$ cat src/rtl/dl_port_router.sv
// Routes data_io download bytes into per-port SDRAM windows over toggle req/ack,
// optionally pairing bytes into words, and sequences rom_loaded / core_reset.
//
// state | meaning
// IDLE  | no download in progress
// LOAD  | download active, routing byte strobes to hit ports
// FLUSH | download ended, emitting any half-filled words (lo byte only)
// DRAIN | waiting for every port's outstanding request to be acknowledged
// DONE  | one cycle to raise rom_loaded, then back to IDLE
module dl_port_router #(
    parameter int                   NPORTS      = 2,
    parameter int                   AW          = 25,
    parameter logic [NPORTS*AW-1:0] REGION_BASE = {25'h0E000, 25'h00000},
    parameter logic [NPORTS*AW-1:0] REGION_SIZE = {25'h1A000, 25'h0E000},
    parameter logic [7:0]           DL_INDEX    = 8'd0,
    parameter bit                   PACK        = 1'b1
) (
    input  logic                     clk_sys,
    input  logic                     res_n,
    input  logic                     ioctl_download,
    input  logic [7:0]               ioctl_index,
    input  logic                     ioctl_wr,
    input  logic [AW-1:0]            ioctl_addr,
    input  logic [7:0]               ioctl_dout,
    input  logic                     ext_reset,
    output logic [NPORTS-1:0]        port_req,
    input  logic [NPORTS-1:0]        port_ack,
    output logic [NPORTS-1:0]        port_we,
    output logic [NPORTS*(AW-1)-1:0] port_a,
    output logic [NPORTS*2-1:0]      port_ds,
    output logic [NPORTS*16-1:0]     port_d,
    output logic                     rom_loaded,
    output logic                     core_reset,
    output logic                     overrun
);

    typedef enum logic [2:0] {IDLE, LOAD, FLUSH, DRAIN, DONE} state_t;

    state_t              state;
    logic                wr_last;
    logic                dl_act_q;
    logic                dl_act;
    logic                dl_rise;
    logic                strobe;

    logic [NPORTS-1:0]   hold_v;
    logic [AW-2:0]       hold_a [NPORTS];
    logic [7:0]          hold_d [NPORTS];

    logic [AW:0]         off_ext [NPORTS];
    logic [NPORTS-1:0]   hit;
    logic [NPORTS-1:0]   pend;
    logic [NPORTS-1:0]   iss;
    logic [AW-2:0]       iss_a [NPORTS];
    logic [1:0]          iss_ds [NPORTS];
    logic [15:0]         iss_d [NPORTS];
    logic [NPORTS-1:0]   hold_ld;
    logic [NPORTS-1:0]   hold_clr;

    assign dl_act  = ioctl_download & (ioctl_index == DL_INDEX);
    assign dl_rise = dl_act & ~dl_act_q;
    assign strobe  = ioctl_wr & ~wr_last & dl_act;

    // Offset computed one bit wider so the borrow marks addresses below the base.
    always_comb begin
        for (int p = 0; p < NPORTS; p++) begin
            off_ext[p]  = {1'b0, ioctl_addr} - {1'b0, REGION_BASE[p*AW +: AW]};
            hit[p]      = ~off_ext[p][AW] & (off_ext[p] < {1'b0, REGION_SIZE[p*AW +: AW]});
            pend[p]     = port_req[p] ^ port_ack[p];
            iss[p]      = 1'b0;
            iss_a[p]    = '0;
            iss_ds[p]   = 2'b00;
            iss_d[p]    = 16'h0000;
            hold_ld[p]  = 1'b0;
            hold_clr[p] = 1'b0;
            if (state == LOAD && strobe && hit[p]) begin
                if (!PACK) begin
                    iss[p]    = 1'b1;
                    iss_a[p]  = off_ext[p][AW-1:1];
                    iss_ds[p] = {off_ext[p][0], ~off_ext[p][0]};
                    iss_d[p]  = {ioctl_dout, ioctl_dout};
                end else if (!off_ext[p][0]) begin
                    hold_ld[p] = 1'b1;
                    if (hold_v[p]) begin
                        iss[p]    = 1'b1;
                        iss_a[p]  = hold_a[p];
                        iss_ds[p] = 2'b01;
                        iss_d[p]  = {hold_d[p], hold_d[p]};
                    end
                end else if (hold_v[p] && hold_a[p] == off_ext[p][AW-1:1]) begin
                    iss[p]      = 1'b1;
                    iss_a[p]    = hold_a[p];
                    iss_ds[p]   = 2'b11;
                    iss_d[p]    = {ioctl_dout, hold_d[p]};
                    hold_clr[p] = 1'b1;
                end else begin
                    iss[p]    = 1'b1;
                    iss_a[p]  = off_ext[p][AW-1:1];
                    iss_ds[p] = 2'b10;
                    iss_d[p]  = {ioctl_dout, ioctl_dout};
                end
            end else if (state == FLUSH && !dl_rise && hold_v[p] && !pend[p]) begin
                iss[p]      = 1'b1;
                iss_a[p]    = hold_a[p];
                iss_ds[p]   = 2'b01;
                iss_d[p]    = {hold_d[p], hold_d[p]};
                hold_clr[p] = 1'b1;
            end
        end
    end

    always_ff @(posedge clk_sys or negedge res_n) begin
        if (!res_n) begin
            state      <= IDLE;
            wr_last    <= 1'b0;
            dl_act_q   <= 1'b0;
            port_req   <= '0;
            port_we    <= '0;
            port_a     <= '0;
            port_ds    <= '0;
            port_d     <= '0;
            rom_loaded <= 1'b0;
            core_reset <= 1'b1;
            overrun    <= 1'b0;
            hold_v     <= '0;
            for (int p = 0; p < NPORTS; p++) begin
                hold_a[p] <= '0;
                hold_d[p] <= 8'h00;
            end
        end else begin
            wr_last    <= ioctl_wr;
            dl_act_q   <= dl_act;
            port_we    <= {NPORTS{dl_act}};
            core_reset <= ext_reset | ~rom_loaded | dl_act;

            for (int p = 0; p < NPORTS; p++) begin
                if (iss[p]) begin
                    if (pend[p]) begin
                        overrun <= 1'b1;
                    end else begin
                        port_req[p]                 <= ~port_req[p];
                        port_a[p*(AW-1) +: (AW-1)]  <= iss_a[p];
                        port_ds[p*2 +: 2]           <= iss_ds[p];
                        port_d[p*16 +: 16]          <= iss_d[p];
                    end
                end
                if (dl_rise) begin
                    hold_v[p] <= 1'b0;
                end else if (hold_ld[p]) begin
                    hold_v[p] <= 1'b1;
                    hold_a[p] <= off_ext[p][AW-1:1];
                    hold_d[p] <= ioctl_dout;
                end else if (hold_clr[p]) begin
                    hold_v[p] <= 1'b0;
                end
            end

            case (state)
                LOAD:    if (!dl_act) state <= FLUSH;
                FLUSH:   if (hold_v == '0) state <= DRAIN;
                DRAIN:   if (pend == '0) state <= DONE;
                DONE: begin
                    rom_loaded <= 1'b1;
                    state      <= IDLE;
                end
                default: ;
            endcase

            // A new download start wins over anything above, including a mid-flush abort.
            if (dl_rise) begin
                state      <= LOAD;
                rom_loaded <= 1'b0;
                overrun    <= 1'b0;
            end
        end
    end

endmodule

$ cat config.mk
export PLATFORM = sky130hd
export DESIGN_NAME = dl_port_router
export DESIGN_NICKNAME = d
export VERILOG_FILES = /design/src/rtl/dl_port_router.sv
export SDC_FILE = /design/constraint.sdc
export NUM_CORES = 1
export LEC_CHECK = 0
export BUFFER_PORTS_ARGS = -buffer_cell sky130_fd_sc_hd__buf_2
export CELL_PAD_IN_SITES_DETAIL_PLACEMENT = 1
export CELL_PAD_IN_SITES_GLOBAL_PLACEMENT = 1
export CORE_UTILIZATION = 47
export CTS_CLUSTER_DIAMETER = 120
export DETAILED_ROUTE_END_ITERATION = 8
export GPL_ROUTABILITY_DRIVEN = 0
export PLACE_DENSITY = 0.88
export SLEW_MARGIN = 15
export SYNTH_ARGS = -nofsm -noshare
export SYNTH_HDL_FRONTEND = slang
export SYNTH_SLANG_ARGS = --single-unit
$ cat constraint.sdc
create_clock -name clk_sys -period 6.02 [get_ports clk_sys]
set_input_delay 1.204 -clock clk_sys [delete_from_list [all_inputs] [get_ports clk_sys]]
set_output_delay 1.204 -clock clk_sys [all_outputs]
set_load 0.01 [all_outputs]
**After elaboration in Yosys (flattened, before gate mapping)**

Index checks and enable logic that the tools add are counted.

- Register bits: 161
- Input port bits: 48
- Output and inout bits: 91
- Word-level logic and storage cells: 142

- Add/subtract/negate cells: 1
- $lt $le $gt $ge: 2
- Eq/ne operators: 9
- Muxes and demuxes: 66
- Bitwise operators: 18
- Reductions and logical operators: 25

Operators with widths:

| cell | count |
|---|---|
| $mux 24 | 10 |
| $mux 16 | 8 |
| $eq 24x24->1 | 2 |
| $mux 1 | 37 |
| $lt 26x17->1 const B | 1 |
| $sub 25x16->26 const B | 1 |
| $lt 25x16->1 const B | 1 |
| $mux 8 | 2 |
| $mux 3 | 4 |
| $pmux 3 s4 | 1 |
| $logic_and 1x1->1 | 10 |
| $not 1->1 | 9 |
| $logic_not 8->1 | 1 |
| $mux 2 | 4 |
| $reduce_and 2->1 | 4 |
| $eq 3x2->1 const B | 2 |
| $ne 3x3->1 const B | 2 |
| $reduce_bool 3->1 | 2 |
| $and 1x1->1 | 5 |
| $reduce_bool 5->1 | 1 |
| $logic_not 2->1 | 2 |
| $reduce_and 4->1 | 1 |
| $eq 3x1->1 const B | 1 |
| $eq 3x3->1 const B | 1 |
| 5 further kinds | 9 |

**Depth between registers and ports, before layout**

Gate-level depths: netlist (run 1).

- Depth in word-level cells: 13
- Gate-level depth with buffers: 12

**Worst setup path before layout (run 1)**

No wires, ideal clock.

- Kind: input-to-reg
- Start point: input ioctl_addr[18]
- End point: register port_a[36]
- Arrival time: 3.466 ns
- Data required time: 5.894 ns
- Slack: 2.428 ns
- Stages: 11
- Path buffers: 3
- Path through: buf_2 or4_4 a21oi_1 o22ai_1 a21oi_2 nor3_2 a41o_1 buf_2 a21o_1 buf_4 a221o_1

- Longest elaborated chain between the ends: 6
- Elaborated cells between the ends (all ways): 12

RTL lines:

| item | line | RTL |
|---|---|---|
| start: declaration | 23 | `input logic [AW-1:0] ioctl_addr,` |
| $sub 25x16->26 * | 67 | `off_ext[p] = {1'b0, ioctl_addr} - {1'b0, REGION_BASE[p*AW +: AW]};` |
| $lt 26x17->1 (tied with other cells) | 68 | `hit[p] = ~off_ext[p][AW] & (off_ext[p] < {1'b0, REGION_SIZE[p*AW +: AW]});` |
| $and 1x1->1 / $logic_and 1x1->1 (equally long branches) | 68, 90 |  |
| $logic_and 1x1->1 / $mux 24 (equally long branches) | 76, 90 |  |
| $mux 1 / $mux 24 (equally long branches) | 76, 82 |  |
| $reduce_and 2->1 (no source line) / $mux 24 (equally long branches) | -- |  |
| end signal: indexed assignment | 142 | `port_a[p*(AW-1) +: (AW-1)] <= iss_a[p];` |
| end: declaration | 29 | `output logic [NPORTS*(AW-1)-1:0] port_a,` |

Every way passes the cells marked *; elsewhere a longest branch is shown, timed or not.
A chain may end at the register's enable or synchronous reset.

**Worst setup path after layout (run 1)**

- Start point: input ioctl_addr[13]
- End point: register port_a[28]

The elaborated chain is that of the path after synthesis.

==> results.json, run 1 <==
{
  "p_sw_mw": 0.564,
  "hold_viol_final": 0,
  "cts_buffers": 17,
  "cts_hold_buf": 0,
  "grt_overflow": 0,
  "cts_sinks": 160,
  "clock_latency_ns": 0.44,
  "seqPwrFrac": 0.462,
  "initial_utilization": 0.480,
  "synth-seq-area-share": 0.528,
  "end_kind": "flip-flop",
  "grt_pass1_wl_um": 38200,
  "slew_violations": 0,
  "critPathKind": "input port to flip-flop",
  "ys_seq_elements": 160,
  "first_pass_iters": 5,
  "fill_cells": 1700,
  "r2r-end": "port_a[28]",
  "fin_setup_tns_ns": 0,
  "relSlewSlack": 0.207,
  "synth_flop_cell": "dfrtp_1",
  "grt_max_degree": 112,
  "ios": 139,
  "avgRoutedWirePerCell_um": 23.0,
  "yosys_warnings": 0,
  "vias": 6364,
  "synth_cell_types": 60,
  "cp_cell_sequence": "buf_2 > ha_1 > xnor2_1 > nor3_1 > o22ai_1 > a22oi_1 > nor3_2 > a41o_1 > a21o_1 > a221o_1",
  "post-route-period-util": 0.747,
  "synth_area_leaders": "dfrtp_1, mux2_2, xnor2_1",
  "cts_resized": 0,
  "reg2reg_from": "state[1]",
  "netSwitchingFraction": 0.238,
  "fin_skew_ns": 0.00766,
  "maxCapViolations": 0,
  "num_rows": 46,
  "place_hpwl_um": 16000,
  "fin_nets": 867,
  "intPower_mw": 1.81,
  "die-width_um": 129,
  "cts.reportedPaths.clkPinSlew_ns": 0.06,
  "finalWirelength_um": 24100,
  "post-cts-setup-buffers": 0,
  "required_ns": 6.38,
  "diodes": 0,
  "report.final.setup_viol": 0,
  "hold_path.class": "flip-flop to flip-flop",
  "critPathSlowestCell": "a41o_1",
  "synth_cells": 696,
  "drive_gt1_frac": 0.289,
  "clock_power_share": 0.478,
  "grt_pass1_vias": 6784,
  "worstHoldPathCells": 2,
  "clk_path_buf_depth": 2,
  "core_area_um2": 15800,
  "synth_top_area_cell": "dfrtp_1",
  "synth_top_cell_area_share": 0.524,
  "worst_hold_startpoint": "port_a[18]",
  "syn_to_final_growth_pct": 19.6,
  "finalPower_mw": 2.37,
  "cpPeakStageDelay_ns": 0.80,
  "ir_drop_mv": 0.240,
  "fmax_ghz": 0.222,
  "crit_fanout": 22,
  "cp.arrival_ns": 4.86,
  "ant_nets": 0,
  "htreeDepth": 4,
  "die_area_um2": 16700,
  "root_buffer": "clkbuf_16",
  "fin_crit_ns": 4.50,
  "place_inst": 1014,
  "die_y_um": 129,
  "rsz0062_at_grt": "false",
  "syn-num-nets": 745,
  "rrSetupSlack_ns": 2.12,
  "drt_iter0_markers": 475,
  "comb_power_share": 0.060,
  "routed_via_density": 6.08,
  "remaining_drc_errors": 0,
  "cellPowerDensity_nw_per_um2": 261,
  "worstSetupStartpointType": "input port",
  "cts_tree": "yes",
  "ys_async_sr_fraction": 1.00,
  "synth_edf_count": 0,
  "antenna_found_initial": 0,
  "postPlaceCellArea_um2": 8440,
  "portBuffers": 138,
  "syn_avg_cell_area_um2": 10.9,
  "setup.worst_path.start": "ioctl_addr[13]",
  "fin_cells": 1047,
  "track_usage": 0.307,
  "worstMarginPinSlew_ns": 1.19,
  "status": "finished, final reports clean",
  "leakage_nw": 4.65,
  "reg2regPathDepth": 8,
  "min_to": "port_a[18]",
  "syn_area_um2": 7590,
  "final_area_um2": 9080
}
-- cell usage after synthesis, drive strengths merged (3+ instances only) --
cell type / number
nor4: 8
a221oi: 17
nor3: 9
xnor2: 42
clkbuf: 21
nand4: 8
inv: 6
nand2b: 5
a21oi: 20
o21a: 3
a211o: 6
xor2: 14
a221o: 23
buf: 24
mux2i: 8
dfrtp: 159
a31oi: 3
and2: 30
nor2: 72
mux2: 46
a22o: 9
nand3: 29
a21o: 3
nor2b: 20
nand2: 49
nand3b: 3
o21ai: 16
a22oi: 18
or4: 3
-- flip-flops by register name, indices dropped and copies added, names as in the netlist, 2 cells and up --
register,count
hold_d,16
port_d,32
port_ds,4
hold_v,2
port_a,48
port_req,2
state,3
hold_a,48
-- kinds of logic after synthesis --
group	Yosys count	synth area share
AO/OA/AOI/OAI	128	0.132
XOR/XNOR	56	0.0646
adder cells (fa/ha/maj)	1	0.00165
buffers and inverters	51	0.0318
flip-flops	160	0.528
multiplexers	54	0.0788
AND/OR/NAND/NOR	246	0.164
-- worst max path at each step --
stage,end,slack [ns],depth (start not counted)
after detailed placement,port_a[28],1.16,10
after CTS,port_a[29],1.56,10
after floorplan,port_a[36],2.43,11
after global routing,port_a[28],1.18,10
after global placement,port_a[29],1.33,10
final,port_a[28],1.52,10
-- through the flow --
step	util	hold WS (ns)	worst slack, ns
floorplan	-	0.482	2.43
global placement	0.533	0.446	1.33
detailed placement	0.533	0.453	1.16
CTS	0.572	0.467	1.56
global route	0.574	0.487	1.18
finish	0.574	0.462	1.52
-- power by group through the flow --
stage          registers [mW]  clock network, mW  logic (mW)
3_5_place_dp             1.12                  0       0.138
4_1_cts                  1.10               1.14       0.141
3_3_place_gp             1.12                  0       0.130
6_report                 1.10               1.13       0.142
2_1_floorplan            1.11                  0      0.0654
5_1_grt                  1.10               1.18       0.154
-- area by class of cell --
cell class                      count  area [um2]  share of cell area
Clock buffer                       24         512              0.0564
Clock inverter                      8         101              0.0112
Inverter                            6        22.5             0.00248
Multi-Input combinational cell    485        3380               0.372
Sequential cell                   160        4010               0.441
Tap cell                          216         270              0.0298
Timing Repair Buffer              148         792              0.0872
-- metal layers --
layer	GRT usage	wire length (um)	vias up
met4	0.143	744	0
met2	0.500	11800	278
met5	0	0	-
met1	0.400	10100	3299
li1	-	-	2721
met3	0.0557	1480	66
-- placed cells by master, fill, tap and decap left out, drive strengths merged, types with 2 or more instances in the layout --
| cell type | count |
|---|---|
| nand4 | 8 |
| o21a | 3 |
| nor2 | 72 |
| a22oi | 18 |
| nor3 | 9 |
| and2 | 30 |
| mux2i | 8 |
| and3 | 2 |
| a22o | 9 |
| a21o | 3 |
| o21ai | 16 |
| a21oi | 20 |
| a221o | 23 |
| nor3b | 2 |
| xnor2 | 42 |
| inv | 6 |
| nand3 | 29 |
| clkinv | 3 |
| or4 | 3 |
| buf | 148 |
| clkbuf | 24 |
| xor2 | 14 |
| nand3b | 3 |
| a211o | 6 |
| nor4 | 8 |
| a31oi | 3 |
| a221oi | 17 |
| or2 | 2 |
| nand2 | 49 |
| nand2b | 5 |
| dfrtp | 159 |
| bufinv | 2 |
| clkinvlp | 3 |
| o22ai | 2 |
| nor2b | 20 |
| mux2 | 46 |
-- critical path, delay by kind of cell --
kind / cells / cell delay (ns)
adders and majority gates: 1 / 0.27
and+or+nand+nor: 2 / 0.68
AOI/OAI and AO/OA: 5 / 2.22
xor gates and xnor gates: 1 / 0.32
buffers and inverters: 1 / 0.17
Power figures use the tool's default switching activity.
==> run 2, diff against run 1 <==
--- a/config.mk
+++ b/config.mk
@@ -8,11 +8,11 @@
 export BUFFER_PORTS_ARGS = -buffer_cell sky130_fd_sc_hd__buf_2
 export CELL_PAD_IN_SITES_DETAIL_PLACEMENT = 1
 export CELL_PAD_IN_SITES_GLOBAL_PLACEMENT = 1
-export CORE_UTILIZATION = 47
+export CORE_UTILIZATION = 44
 export CTS_CLUSTER_DIAMETER = 120
 export DETAILED_ROUTE_END_ITERATION = 8
 export GPL_ROUTABILITY_DRIVEN = 0
-export PLACE_DENSITY = 0.88
+export PLACE_DENSITY = 0.83
 export SLEW_MARGIN = 15
 export SYNTH_ARGS = -nofsm -noshare
 export SYNTH_HDL_FRONTEND = slang
==> constraint.sdc (replaced) <==
create_clock -name clk_sys -period 4.53 [get_ports clk_sys]
set_input_delay 0.906 -clock clk_sys [delete_from_list [all_inputs] [get_ports clk_sys]]
set_output_delay 0.906 -clock clk_sys [all_outputs]
set_load 0.01 [all_outputs]
==> results.json, run 2 (synthesized netlist as in run 1, its figures left out) <==
{
  "ir_drop_mv": 0.268,
  "cp.arrival_ns": 4.32,
  "holdWs_ns": 0.464,
  "critPathSlowestCell": "and3_1",
  "fmax_ghz": 0.252,
  "die_y_um": 133,
  "slew_violations": 0,
  "relSlewSlack": 0.239,
  "final_common_cell": "dfrtp_1",
  "initial_utilization": 0.455,
  "first_pass_iters": 5,
  "hold_viol_final": 0,
  "end_kind": "flip-flop",
  "leakage_nw": 4.65,
  "report.final.setup_viol": 0,
  "hold_path.class": "flip-flop to flip-flop",
  "die-width_um": 133,
  "drt_iter0_markers": 435,
  "syn_to_final_growth_pct": 19.9,
  "grt_pass1_wl_um": 38900,
  "finalPower_mw": 3.11,
  "critPathKind": "input port to flip-flop",
  "ios": 139,
  "final_cell_mix": "dfrtp_1, buf_2, nor2_1",
  "remaining_drc_errors": 0,
  "fill_cells": 1837,
  "cp_top_family": "simple AND/OR/NAND/NOR gates",
  "root_buffer": "clkbuf_16",
  "drive_gt1_frac": 0.294,
  "track_usage": 0.290,
  "routed_via_density": 5.97,
  "cellPowerDensity_nw_per_um2": 342,
  "cts_hold_buf": 0,
  "fin_crit_ns": 3.96,
  "status": "finished, final reports clean",
  "grt_max_degree": 108,
  "ant_nets": 0,
  "post-cts-setup-buffers": 0,
  "reg_top3": "hold_a: 48 flops, port_a: 48 flops, port_d: 32 flops",
  "cts_tree": "yes",
  "rsz0062_at_grt": "false",
  "worstMarginPinSlew_ns": 1.14,
  "cts.reportedPaths.clkPinSlew_ns": 0.07,
  "post-route-period-util": 0.875,
  "place_hpwl_um": 16600,
  "finalWirelength_um": 24500,
  "avgRoutedWirePerCell_um": 23.2,
  "grt_pass1_vias": 6814,
  "antenna_found_initial": 0,
  "htreeDepth": 4,
  "worstSetupStartpointType": "input port",
  "grt_overflow": 0,
  "core_area_um2": 16700,
  "crit_fanout": 14,
  "cts_resized": 0,
  "diodes": 0,
  "maxCapViolations": 0,
  "fin_nets": 872,
  "clock_latency_ns": 0.43,
  "portBuffers": 138,
  "cpPeakStageDelay_ns": 0.58,
  "cts_sinks": 160,
  "fin_setup_tns_ns": 0,
  "clk_path_buf_depth": 2,
  "cp_cell_sequence": "buf_2 > ha_1 > xnor2_1 > nor3_1 > o21ai_0 > a22oi_1 > nor3_2 > and3_1 > a21o_1 > buf_4 > a221o_1",
  "vias": 6300,
  "worst-path-buf-inv": 2,
  "num_rows": 47,
  "fin_skew_ns": 0.0110,
  "required_ns": 4.88,
  "cts_buffers": 17,
  "die_area_um2": 17800
}
run 2: power by group:
part / leakage (nW) / internal (mW) / switching [mW] / total [mW]
combinational: 2.16 / 0.0649 / 0.129 / 0.194
sequential: 2.21 / 1.44 / 0.0179 / 1.46
clock: 0.277 / 0.834 / 0.623 / 1.46
run 2: per-stage QoR:
step	area [um2]	std cells	util	setup WS, ns
finish	9100	1056	0.545	0.567
global route	9100	1056	0.545	0.353
CTS	9100	1056	0.545	0.634
detailed placement	8500	1024	0.509	0.324
global placement	8500	1024	0.509	0.529
floorplan	7590	696	-	1.24
run 2: layout make-up:
class	count	area, um2	share of cell area
tap	220	275	0.0302
clock inverter	14	158	0.0173
multi-input combinational	485	3380	0.371
timing repair buffer	153	822	0.0903
inverter	6	22.5	0.00247
clock buffer	18	439	0.0483
sequential	160	4010	0.440
run 2: worst paths after layout:
| kind | from | to | slack [ns] | cells after the start |
|---|---|---|---|---|
| worst min-delay path | rom_loaded | core_reset | 0.46 | 1 |
| worst min register to register | rom_loaded | core_reset | 0.46 | 1 |
| max in group asynchronous | res_n | port_ds[0] | 2.89 | 2 |
| worst max-delay path | ioctl_addr[13] | port_a[33] | 0.57 | 11 |
| worst max register to register | state[1] | port_a[33] | 1.05 | 9 |
| min in group asynchronous | res_n | port_ds[2] | 0.60 | 1 |
run 2: layer usage:
layer,global-route usage,up-vias,routed length (um)
li1,-,2726,-
met1,0.376,3280,10200
met2,0.482,257,12200
met3,0.0601,37,1580
met4,0.0985,0,525
met5,0,-,0
